**src/rtl/gate_sweep_ctrl_if.sv**
```systemverilog
// rtl/gate_sweep_ctrl_if.sv - control and gate-stimulus signals of the gate sweep controller
interface gate_sweep_ctrl_if;
  logic       start;
  logic       y;
  logic       a;
  logic       b;
  logic       busy;
  logic       done;
  logic       pass;
  logic [3:0] err_mask;

  // Requester side: issues start and returns the gate output.
  modport master (
    output start, y,
    input  a, b, busy, done, pass, err_mask
  );

  // Controller side.
  modport slave (
    input  start, y,
    output a, b, busy, done, pass, err_mask
  );
endinterface

```
**src/rtl/gate_sweep_ctrl.sv**
```systemverilog
// rtl/gate_sweep_ctrl.sv - sweeps a 2-input gate through 00..11 and checks it against a truth table
module gate_sweep_ctrl #(
  parameter int         SETTLE = 2,
  parameter logic [3:0] EXPECT = 4'b0001
) (
  input  logic            clk,
  input  logic            rst,
  gate_sweep_ctrl_if.slave bus
);

  localparam int            CW       = (SETTLE < 1) ? 1 : $clog2(SETTLE + 1);
  localparam logic [CW-1:0] CNT_LOAD = CW'(SETTLE);
  localparam logic [CW-1:0] CNT_ONE  = CW'(1);

  typedef enum logic {IDLE, RUN} state_t;

  state_t        state, state_nx;
  logic [1:0]    idx, idx_nx;
  logic [CW-1:0] cnt, cnt_nx;
  logic          a_q, a_nx;
  logic          b_q, b_nx;
  logic          done_q, done_nx;
  logic          pass_q, pass_nx;
  logic [3:0]    mask_q, mask_nx;

  assign bus.a        = a_q;
  assign bus.b        = b_q;
  assign bus.busy     = (state == RUN);
  assign bus.done     = done_q;
  assign bus.pass     = pass_q;
  assign bus.err_mask = mask_q;

  // State and datapath registers; reset aborts any sweep without a done pulse.
  always_ff @(posedge clk or posedge rst) begin
    if (rst) begin
      state  <= IDLE;
      idx    <= 2'd0;
      cnt    <= '0;
      a_q    <= 1'b0;
      b_q    <= 1'b0;
      done_q <= 1'b0;
      pass_q <= 1'b0;
      mask_q <= 4'd0;
    end else begin
      state  <= state_nx;
      idx    <= idx_nx;
      cnt    <= cnt_nx;
      a_q    <= a_nx;
      b_q    <= b_nx;
      done_q <= done_nx;
      pass_q <= pass_nx;
      mask_q <= mask_nx;
    end
  end

  // Next-state: accept start in IDLE, count the settle window, sample y when the count reaches zero.
  always_comb begin
    state_nx = state;
    idx_nx   = idx;
    cnt_nx   = cnt;
    a_nx     = a_q;
    b_nx     = b_q;
    done_nx  = 1'b0;
    pass_nx  = pass_q;
    mask_nx  = mask_q;
    case (state)
      IDLE: begin
        if (bus.start) begin
          state_nx = RUN;
          idx_nx   = 2'd0;
          cnt_nx   = CNT_LOAD;
          a_nx     = 1'b0;
          b_nx     = 1'b0;
          mask_nx  = 4'd0;
          pass_nx  = 1'b0;
        end
      end
      RUN: begin
        if (cnt != '0) begin
          cnt_nx = cnt - CNT_ONE;
        end else begin
          mask_nx[idx] = (bus.y != EXPECT[idx]);
          if (idx != 2'd3) begin
            idx_nx       = idx + 2'd1;
            {a_nx, b_nx} = idx + 2'd1;
            cnt_nx       = CNT_LOAD;
          end else begin
            state_nx = IDLE;
            done_nx  = 1'b1;
            a_nx     = 1'b0;
            b_nx     = 1'b0;
            // Final verdict includes the bit sampled on this same edge.
            pass_nx  = (mask_nx == 4'd0);
          end
        end
      end
      default: state_nx = IDLE;
    endcase
  end

endmodule

```
**src/flat_wrapper.sv**
```systemverilog
// flat-port wrapper written by rule: the top's interface ports become plain ports
module gate_sweep_ctrl_flat 
#(
  parameter int         SETTLE = 2,
  parameter logic [3:0] EXPECT = 4'b0001
)
  (clk, rst, bus_start, bus_y, bus_a, bus_b, bus_busy, bus_done, bus_pass, bus_err_mask);
  gate_sweep_ctrl_if bus_i ();
  input  logic clk;
  input  logic rst;
  input wire logic [$bits(bus_i.start)-1:0] bus_start;
  input wire logic [$bits(bus_i.y)-1:0] bus_y;
  output wire logic [$bits(bus_i.a)-1:0] bus_a;
  output wire logic [$bits(bus_i.b)-1:0] bus_b;
  output wire logic [$bits(bus_i.busy)-1:0] bus_busy;
  output wire logic [$bits(bus_i.done)-1:0] bus_done;
  output wire logic [$bits(bus_i.pass)-1:0] bus_pass;
  output wire logic [$bits(bus_i.err_mask)-1:0] bus_err_mask;
  assign bus_i.start = bus_start;
  assign bus_i.y = bus_y;
  assign bus_a = bus_i.a;
  assign bus_b = bus_i.b;
  assign bus_busy = bus_i.busy;
  assign bus_done = bus_i.done;
  assign bus_pass = bus_i.pass;
  assign bus_err_mask = bus_i.err_mask;
  gate_sweep_ctrl #(.SETTLE(SETTLE), .EXPECT(EXPECT)) u_core (.clk(clk), .rst(rst), .bus(bus_i));
endmodule
```
**config.mk**
```make
export PLATFORM = sky130hd
export DESIGN_NAME = gate_sweep_ctrl_flat
export DESIGN_NICKNAME = d
export VERILOG_FILES = /design/src/rtl/gate_sweep_ctrl_if.sv /design/src/rtl/gate_sweep_ctrl.sv /design/src/flat_wrapper.sv
export SDC_FILE = /design/constraint.sdc
export NUM_CORES = 1
export LEC_CHECK = 0
export CORE_MARGIN = 3
export CORE_UTILIZATION = 45
export DETAILED_ROUTE_END_ITERATION = 7
export GPL_ROUTABILITY_DRIVEN = 0
export PLACE_DENSITY = 0.72
export SLEW_MARGIN = 20
export SYNTH_ARGS = -nofsm -noshare
export SYNTH_HDL_FRONTEND = slang
export SYNTH_SLANG_ARGS = --single-unit
```
**constraint.sdc**
```tcl
create_clock -name clk -period 1.3 [get_ports clk]
set_input_delay 0.195 -clock clk [delete_from_list [all_inputs] [get_ports clk]]
set_output_delay 0.195 -clock clk [all_outputs]
set_load 0.01 [all_outputs]
```
==> impl_metrics.py, run 1 <==
metrics = {
    "synthesis": {
        "synth_edf_count": 0,
        "synth_cells": 72,
        "syn_area_um2": 752,
        "yosys_warnings": 0,
        "synth.area.top_cells": "dfrtp_1 43%, ha_1 10%, inv_1 4.0%, a22o_1 3.5%, nand2b_1 3.3%",
        "yosysSeqAreaShare": 0.433,
        "synth_cell_types": 28,
        "synth_top_area_share": 0.433,
        "postSynthAreaPerCell_um2": 10.4,
        "syn_nets": 82,
        "ys_seq_elements": 13,
        "ys.flop_type": "dfrtp_1",
        "yosys.area.top_type": "dfrtp_1",
        "synthArstFlopShare": 1.00,
    },
    "clock_network": {
        "cts_buffers": 3,
        "clkSinkCount": 13,
        "clk-insertion-delay-late_ns": 0.28,
        "clockRootBuffer": "clkbuf_4",
        "cts_tree": "done",
        "h-tree-depth": 1,
        "hold_buffers": 0,
        "cts_buffer_depth": 2,
        "clkTransAtPathRegs_ns": 0.08,
    },
    "grt": {
        "grt_pass1_vias": 541,
        "grt_use_total": 0.153,
        "grt_max_degree": 18,
        "antenna_found_initial": 0,
        "grt_pass1_wl_mm": 2.28,
        "gr-total-overflow": 0,
    },
    "hold_path": {
        "hold_class": "primary input to async pin",
    },
    "route": {
        "routedWlPerCell_um": 13.3,
        "drtPass1Iterations": 4,
        "drc_errors": 0,
        "wl_mm": 1.51,
        "first_iter_violations": 20,
        "drtAntennaViolNets": 0,
        "routed_via_density": 5.38,
        "num_vias": 608,
    },
    "timing": {
        "fmax_mhz": 780,
        "fin_crit_sh": 0.986,
        "rsz0062_at_grt": "true",
        "setup_viol": 0,
        "worstMarginPinSlew_ns": 0.241,
        "fin_ws_ns": 0.0183,
        "finalSetupTns_ns": 0,
        "hold_violations": 0,
        "drv_slew": 0,
        "fin_skew_ns": 0.00669,
        "slew_headroom": 0.839,
        "min_period_ns": 1.28,
    },
    "finish": {
        "final_layout_size_suffix_gt1_frac": 0.320,
        "final.fill_count": 120,
        "nNetsFinal": 108,
        "syn_to_final_growth_pct": 39.3,
        "final_common_cell": "dfrtp_1",
        "layout.cells.most_common_list": "13 x dfrtp_1, 10 x buf_4, 9 x dlygate4sd2_1",
        "fin_area_um2": 1050,
        "n_antenna_cell": 0,
    },
    "placement": {
        "place_area_um2": 978,
        "portBuffers": 12,
        "post-place-ws_ns": -0.0341,
        "dp_hpwl_mm": 1.03,
    },
    "floorplanning": {
        "pin_count": 13,
        "start_util": 0.488,
        "core_area_um2": 1540,
        "fp.dieH_um": 46.9,
        "die_area_um2": 2200,
        "rows": 14,
        "die_w_um": 46.9,
    },
    "setup_path": {
        "rr_startpoint": "u_core.idx[0]",
        "crit_type": "flip-flop to flip-flop",
        "ff2ff_setup_slack_ns": 0.02,
        "crit_fanout": 5,
        "critical_path_arrival_ns": 1.46,
        "cp-end-kind": "flip-flop",
        "startpoint_type": "flip-flop",
        "cp_data_required_time_ns": 1.48,
        "reg2reg_depth": 4,
        "r2r-end": "u_core.idx[0]",
    },
    "power_and_ir_drop": {
        "p_leak_nw": 0.511,
        "ir_worst_vdd_v": 0.00156,
        "total_power_mw": 2.76,
        "p_per_area_nw_per_um2": 2640,
    },
    "run": {
        "maxCapViolCount": 0,
    },
    "status": {
        "outcome": "completed",
    },
}
## registers in the layout, indices dropped and copies added, names as in the netlist
register and count:
u_core.idx 2, u_core.bus.b 1, u_core.cnt 2, u_core.bus.a 1
u_core.bus.err_mask 4, u_core.bus.pass 1, u_core.bus.busy 1, u_core.bus.done 1
## worst max path at each step
stage / from / to / slack (ns) / cells past startpoint
detailed placement: bus_y / u_core.bus.err_mask[2] / -0.03 / 4
global route: u_core.idx[0] / u_core.idx[1] / -0.06 / 4
global placement: bus_y / u_core.bus.err_mask[3] / -0.02 / 4
floorplan: u_core.idx[0] / u_core.idx[0] / 0.003 / 4
CTS: u_core.idx[0] / u_core.bus.a / 0.005 / 4
finish: u_core.idx[0] / u_core.idx[0] / 0.02 / 4
## cells in the mapped netlist (2+ instances only)
| cell | number |
|---|---|
| o22ai_1 | 2 |
| dfrtp_1 | 13 |
| nand2b_1 | 4 |
| o21ai_1 | 4 |
| mux2i_1 | 2 |
| nand2_1 | 2 |
| a21oi_1 | 4 |
| a31oi_1 | 3 |
| ha_1 | 6 |
| nor3_1 | 2 |
| inv_1 | 8 |
| a22o_1 | 3 |
| nand3_1 | 3 |
| xnor2_1 | 2 |
## critical path, cell delays in order (launching register included)
cell and delay [ns]:
dfrtp_1 0.43, ha_2 0.24, nand2b_1 0.20, xnor2_1 0.14, a21o_1 0.17
## per-layer routing
layer,track usage,wire [um]
met5,0,0
met4,0.0552,8
met3,0.0728,84
met2,0.233,727
met1,0.188,685
## repair_timing
action	4_1_cts	5_1_grt
endpoints found under the setup margin	15	9
buffers inserted	0	1
pin swaps	1	0
gates resized for setup	13	6
## per-stage QoR
| stage | util | cells | hold WS (ns) |
|---|---|---|---|
| after CTS | 0.657 | 112 | 0.203 |
| after global placement | 0.635 | 108 | 0.497 |
| final | 0.679 | 113 | 0.201 |
| after detailed placement | 0.635 | 108 | 0.503 |
| after global routing | 0.679 | 113 | 0.208 |
| after floorplan | - | 72 | 0.0720 |
## cells by family (layout without fill, tap and decap cells)
logic type / count (synthesis) / after routing / synth area share
muxes: 4 / 4 / 0.0616
and+or+nand+nor: 15 / 15 / 0.121
DFF: 13 / 13 / 0.433
AOI/OAI and AO/OA: 21 / 21 / 0.190
buffers and inverters: 11 / 36 / 0.0715
adders and majority gates: 6 / 6 / 0.0998
xor gates and xnor gates: 2 / 2 / 0.0233
## area by class of cell
class / instances / area [um2] / area share
sequential: 13 / 325 / 0.311
tap: 16 / 20.0 / 0.0191
inverter: 8 / 30.0 / 0.0287
clock buffer: 4 / 26.3 / 0.0251
multi-input combinational: 48 / 430 / 0.411
timing repair buffer: 24 / 215 / 0.205
## power by group
group / switching, mW / internal (mW)
sequential: 0.126 / 0.592
combinational: 0.822 / 0.973
clock: 0.131 / 0.119
Power figures use the tool's default switching activity.
==> run 2, diff against run 1 <==
Settings changed: REMOVE_ABC_BUFFERS set to 1.
==> run 2 against run 1 <==
Net effect: sequential cell count unchanged; first-iteration DRC count down 70%; fmax down 2.4%; final area up 8.8%; largest power group unchanged; register-to-register slack worse by 0.03 ns; worst hold slack worse by 0.013 ns; power up 16%; core utilization up 6.0 points; highest routed layer unchanged; non-clock buffer count up 5; the flow now finishes with violations (negative setup slack).
==> impl_metrics.py, run 2 (synthesized netlist as in run 1, its figures left out) <==
metrics = {
    "route": {
        "num_vias": 683,
        "routedWlPerCell_um": 16.0,
        "routed_via_density": 5.79,
        "drtAntennaViolNets": 0,
        "drtPass1Iterations": 4,
        "wl_mm": 1.89,
        "drc_errors": 0,
        "first_iter_violations": 6,
    },
    "finish": {
        "layout.cells.most_common_list": "14 x buf_4, 11 x dfrtp_1, 9 x dlygate4sd2_1",
        "n_antenna_cell": 0,
        "final_layout_size_suffix_gt1_frac": 0.441,
        "nNetsFinal": 113,
        "final.fill_count": 108,
        "largest_register_ff_count": 4,
        "syn_to_final_growth_pct": 51.6,
        "final_common_cell": "buf_4",
    },
    "setup_path": {
        "crit_type": "flip-flop to flip-flop",
        "cp_top_family": "flip-flops",
        "critical_path_arrival_ns": 1.48,
        "reg2reg_depth": 4,
        "crit_fanout": 3,
        "ff2ff_setup_slack_ns": -0.01,
        "cp-end-kind": "flip-flop",
        "critical_path.cell_chain": "inv_2 > ha_4 > mux2_4 > a22o_1",
        "path_depth": 4,
        "startpoint_type": "flip-flop",
        "slowest_delay_ns": 0.44,
        "crit_start": "u_core.idx[1]",
        "cp_slowest_cell": "dfrtp_2",
        "rr_startpoint": "u_core.idx[1]",
        "cp_num_buf_inv": 1,
        "setup.worst_path.end": "u_core.bus.a",
        "r2r-end": "u_core.bus.a",
        "cp_data_required_time_ns": 1.47,
    },
    "grt": {
        "grt_max_degree": 14,
        "grt_pass1_vias": 643,
        "antenna_found_initial": 0,
        "gr-total-overflow": 0,
        "grt_use_total": 0.181,
        "grt_pass1_wl_mm": 2.79,
    },
    "power_and_ir_drop": {
        "p_per_area_nw_per_um2": 2800,
        "ir_worst_vdd_v": 0.00184,
        "p_leak_nw": 0.535,
        "clkPwrFrac": 0.081,
        "p_switching_mw": 1.29,
        "power.share.sequential": 0.233,
        "intPower_mw": 1.90,
        "power.share.switching": 0.404,
        "p_comb_frac": 0.686,
    },
    "timing": {
        "hold_slack_ns": 0.188,
        "setup_viol": 2,
        "fin_skew_ns": 0.00411,
        "fin_ws_ns": -0.0128,
        "fmax_mhz": 762,
        "slew_headroom": 0.814,
        "finalSetupTns_ns": -0.0205,
        "rsz0062_at_grt": "true",
        "fin_crit_sh": 1.01,
        "min_period_ns": 1.31,
        "worstMarginPinSlew_ns": 0.278,
        "hold_violations": 0,
        "drv_slew": 0,
    },
    "clock_network": {
        "cts_buffers": 3,
        "cts_buffer_depth": 2,
        "clockRootBuffer": "clkbuf_4",
        "clkTransAtPathRegs_ns": 0.08,
        "clkSinkCount": 13,
        "cts_tree": "done",
        "h-tree-depth": 1,
        "clk-insertion-delay-late_ns": 0.28,
    },
    "floorplanning": {
        "die_w_um": 46.9,
        "die_area_um2": 2200,
        "rows": 14,
        "pin_count": 13,
        "start_util": 0.488,
        "fp.dieH_um": 46.9,
        "core_area_um2": 1540,
    },
    "hold_path": {
        "hold_class": "primary input to async pin",
    },
    "placement": {
        "portBuffers": 12,
        "dp_hpwl_mm": 1.12,
    },
    "status": {
        "outcome": "finished with violations",
        "violations": "negative setup slack",
    },
    "run": {
        "maxCapViolCount": 0,
    },
}
-- run 2: worst min path at each step --
| stage | to |
|---|---|
| CTS | u_core.bus.pass |
| detailed placement | u_core.bus.err_mask[3] |
| finish | u_core.bus.err_mask[3] |
| global placement | u_core.bus.err_mask[1] |
| global route | u_core.bus.err_mask[2] |
| floorplan | u_core.bus.a |
-- run 2: worst reg2reg max path, cell delays in order (launching register included) --
cell and delay (ns):
dfrtp_2 0.44, inv_2 0.10, ha_4 0.21, mux2_4 0.25, a22o_1 0.20
-- run 2: final cells by class --
cell class	instances	area, um2	share of cell area
multi-input combinational	48	484	0.425
sequential	13	328	0.288
timing repair buffer	29	251	0.221
inverter	8	30.0	0.0263
clock buffer	4	26.3	0.0231
tap	16	20.0	0.0176
-- run 2: per-stage QoR --
step / setup slack (ns) / area [um2] / utilization / cells / power (mW)
final: -0.0128 / 1140 / 0.739 / 118 / 3.19
after CTS: 0.000410 / 1040 / 0.673 / 116 / 2.78
after global placement: -0.0374 / 958 / 0.622 / 109 / 2.30
after global routing: -0.0993 / 1140 / 0.739 / 118 / 3.47
after detailed placement: -0.0745 / 958 / 0.622 / 109 / 2.36
after floorplan: -0.180 / 728 / - / 69 / 1.68
-- run 2: per-layer routing --
metal	GRT usage	routed length [um]	vias up
met2	0.274	953	19
met1	0.224	801	341
met3	0.0460	68	8
li1	-	-	315
met4	0.127	68	0
met5	0	0	-
-- run 2: power groups by stage --
stage               Clock, mW  Combinational (mW)  Sequential (mW)
floorplan                   0               0.862            0.814
global placement            0                1.59            0.716
detailed placement          0                1.64            0.724
CTS                     0.260                1.81            0.711
global route            0.280                2.42            0.767
finish                  0.257                2.19            0.745
-- run 2: timing repair --
action,4_1_cts,5_1_grt
setup endpoints to repair,18,8
buffers inserted,3,2
pin swaps,2,6
hold buffers,0,0
gates cloned,0,0
resized for setup,18,20
